==> config.mk <==
export PLATFORM = sky130hd
export DESIGN_NAME = misr32_fold
export DESIGN_NICKNAME = d
export VERILOG_FILES = /design/src/rtl/diff_pkg.sv /design/src/rtl/misr32_fold.sv
export SDC_FILE = /design/constraint.sdc
export NUM_CORES = 1
export LEC_CHECK = 0
export BUFFER_PORTS_ARGS = -buffer_cell sky130_fd_sc_hd__buf_2
export CAP_MARGIN = 0
export CORE_AREA = 10 10 162 164
export DETAILED_ROUTE_END_ITERATION = 8
export DIE_AREA = 0 0 172 174
export GPL_ROUTABILITY_DRIVEN = 0
export PLACE_DENSITY = 0.53
export SLEW_MARGIN = 30
export SYNTH_ARGS = -nofsm -noshare
export SYNTH_HDL_FRONTEND = slang
export SYNTH_SLANG_ARGS = --single-unit
==> constraint.sdc <==
create_clock -name vclk -period 1.35
set_input_delay 0.135 -clock vclk [all_inputs]
set_output_delay 0.135 -clock vclk [all_outputs]
set_load 0.02 [all_outputs]
==> src/rtl/diff_pkg.sv <==
`default_nettype none
// ============================================================================
// Module      : diff_pkg
// Description : Shared FSM state type and MISR constants for output_diff_checker.
// Revision    : 1.0 - initial release
// ============================================================================
package diff_pkg;

    typedef enum logic [1:0] {
        ST_IDLE = 2'd0,
        ST_RUN  = 2'd1,
        ST_DONE = 2'd2
    } state_t;

    localparam logic [31:0] c_MISR_POLY = 32'h04C1_1DB7;
    localparam logic [31:0] c_MISR_SEED = 32'hFFFF_FFFF;

endpackage : diff_pkg
`default_nettype wire

==> src/rtl/misr32_fold.sv <==
`default_nettype none
// ============================================================================
// Module      : misr32_fold
// Description : Folds a Y_W-bit word into 32 bits by slice XOR and advances a MISR.
// Revision    : 1.0 - initial release
// ============================================================================
module misr32_fold
    import diff_pkg::*;
#(
    parameter int Y_W = 376
) (
    input  wire [31:0]      i_sig,
    input  wire [Y_W-1:0]   i_data,
    output logic [31:0]     o_sig
);
    localparam int c_NSLICE = (Y_W + 31) / 32;

    logic [c_NSLICE*32-1:0] w_pad;
    logic [31:0]            w_fold;

    always_comb begin
        w_pad = '0;
        w_pad[Y_W-1:0] = i_data;
        w_fold = '0;
        for (int i = 0; i < c_NSLICE; i++) begin
            w_fold = w_fold ^ w_pad[32*i +: 32];
        end
    end

    assign o_sig = {i_sig[30:0], 1'b0} ^ (i_sig[31] ? c_MISR_POLY : 32'h0) ^ w_fold;

endmodule : misr32_fold
`default_nettype wire

[After elaboration in Yosys (flattened, before gate mapping)]
Index checks and enable logic that the tools add are counted.
Widths: inputs -> output; s select.
Storage, ports and cells
  register bits after elaboration: 0
  output and inout port bits: 32
  word-level logic and storage cells: 14
Operators by class
  multiplexer cells: 1
  bitwise logic cells: 13
Operators by type and width (count)
  $xor 32x32->32: 11
  $xor 32x24->32: 1
  $xor 32x27->32: 1
  $mux 27: 1

[Longest topological paths before layout]
  word-level depth: 12
  depth in mapped cells: 5
  gate-level depth less buffers: 3

[Worst setup path before layout]
Ideal clock, no wire load.
  path kind: input to output
  start: input port i_sig[31]
  end: output port o_sig[10]
  arrival: 1.252 ns
  setup slack: -0.037 ns
  cell stages on the path: 5
  path buffers: 2
  path through: buf_6 > buf_12 > xnor2_1 > xnor3_1 > xnor3_1
Between the ends
  longest elaborated chain between the ends: 3
RTL lines
  start: declaration: RTL line misr32_fold.sv:12  | input wire [31:0] i_sig,
  $mux 27: RTL line misr32_fold.sv:30  | assign o_sig = {i_sig[30:0], 1'b0} ^ (i_sig[31] ? c_MISR_POLY : 32'h0) ^ w_fold;
  $xor 32x27->32: RTL line misr32_fold.sv:30
  $xor 32x32->32: RTL line misr32_fold.sv:30
  end: declaration: RTL line misr32_fold.sv:14  | output logic [31:0] o_sig
No other way between the ends.

[Worst setup path in the final report]
  start: input port i_sig[31]
  end: output port o_sig[2]
Same word-level chain as after synthesis.

==> results by group <==
Die
  – Core area: 23100 um2
  – # rows: 56
  – Initial Utilization: between 10% and 20%
  – Die area: around 30000 um2
  – Die Width: 172 um
  – I/O Pins: between 400 and 500
  – Die Ht: 174 um

Power and ir drop
  – Maximum VDD drop: 0.439 mV
  – Leakage power: 3.66 nW
  – Total chip power: 5.49 mW
  – Pwr dens: 804 nW/um2

Synth
  – Post-synthesis sequential area ratio: 0%
  – Post-synth top area share: 51.5%
  – Top-count cell post-synth: xnor2_1
  – Synthesized net count: 729
  – Yosys cell types: 6
  – Synth area leaders: xnor2_1 (51%), xnor3_1 (42%), xor2_1 (5.8%)
  – Synth area leader: xnor2_1
  – Syn Area/Cell: around 12 um2
  – Syn Inst Count: between 300 and 400
  – Commonest cells in the netlist: xnor2_1 (223), xnor3_1 (70), xor2_1 (25)
  – Synthesis Warnings: 0
  – Syn Std Cell Area: 3800 um2

Final layout
  – Post-route insts no fill: about 1100
  – Inserted Diodes: 0
  – Share of cells above drive strength 1: 63.3%
  – # nets final: 1173
  – Clock buffer cells: 0
  – Storage cell area: 0 um2
  – Cell area after layout: 6830 um2
  – Sequential cells: 0
  – P&R area growth vs syn: 79.9%

Routing
  – WL per Instance: ~15 um
  – Iter 0 DRT Violations: 41
  – Vias/cell: 3.55
  – Vias: around 3700
  – Residual DRC: 0
  – Post-Route WL: around 16000 um
  – Routed Antenna Nets: 0
  – Router iterations before antenna repair: 4

GRT
  – Global-route track usage on met3: 3.22%
  – Largest net degree at the start of global routing: 7
  – Gr usage total: 8.89%
  – Initial antenna violation count: 1
  – Met1 Use GR: under 10%
  – Vias in the first global route: roughly 4300
  – GRT met2 Usage: 18.7%
  – Total grt overflow: 0
  – Most used routing layer: met2
  – First-pass GRT wire length: 21400 um

STA
  – Hold Violations, Final: 0
  – Period minus WS final: 1450 ps
  – Fin crit share: 107%
  – Worst Tran Pin Value: 291 ps
  – Relative slew slack: 80.5%
  – Setup violations, final: 6
  – Final Max Tran Viols: 0
  – Max Fclk: 0.690 GHz
  – RSZ-0062 raised after global routing: true
  – Final WS setup: -99.0 ps

Run status
  – Failing checks: negative setup slack
  – Outcome: complete, but fails checks

Critical path
  – WS Path Type: in -> out
  – Worst-path maximum fanout: 6
  – Critical Path Start Type: input port
  – Worst EP arrival: about 1300 ps
  – Critical Path End Type: output port
  – CP required: 1220 ps

Placed design
  – Final HPWL DP: ~15000 um
  – IO buf count: 440
  – Placed insts: 1052
  – Placed cell area: around 6400 um2

Flow run
  – Max cap viols: 0

Hold path
  – Worst Hold Class: in -> out
[through the flow]
stage	setup TNS, ps	hold WS [ps]	util, %	setup slack, ps
after global routing	-810	851	29.5	-136
after CTS	-794	836	28.6	-140
final	-345	831	29.5	-99.0
after detailed placement	-1490	835	27.6	-227
after floorplan	-0.141	668	-	-0.141
after global placement	-1310	828	27.6	-226
[per-layer routing]
metal | wire length [um] | vias up
li1 | - | 1915
met1 | 5030 | 1605
met2 | 8690 | 217
met3 | 1780 | 4
met4 | 30 | 2
met5 | 13 | -
[critical path, cell delays in order]
cell and delay (ps):
buf_12 120, buf_12 150, xnor2_2 150, xnor3_1 420, xnor3_1 230, buf_6 120
[placed cells by master (no fill, tap or decap), drive strengths merged]
master	count
xnor3	70
xnor2	224
buf	444
xor2	25
[final cells by class]
class                      instances  area, um2
multi-input combinational        319       4010
tap                              290        363
fill                            2465      16300
timing repair buffer             444       2450
[cell families after synthesis]
| group | synth area share, % |
|---|---|
| xor+xnor | 99.2 |
| buf+inv | 0.824 |
[repair_timing]
action                                  in CTS  in global routing
pin swaps                                   10                 27
cloned                                       1                  0
hold endpoints to repair                     0                  0
setup buffers                                0                  0
hold buffers                                 0                  0
endpoints found under the setup margin      15                 22
gates resized for setup                     45                 37
[final timing paths]
kind,start,end,slack (ps),cells past startpoint
max,i_sig[31],o_sig[2],-100,6
min,i_data[117],o_sig[21],830,5
[report_power, final]
group          total, mW  internal [mW]  switching [mW]
logic               5.49           3.21            2.27
clock network          0              0               0
registers              0              0               0
total               5.49           3.21            2.27
No activity file was read; power rests on OpenSTA's default activity.
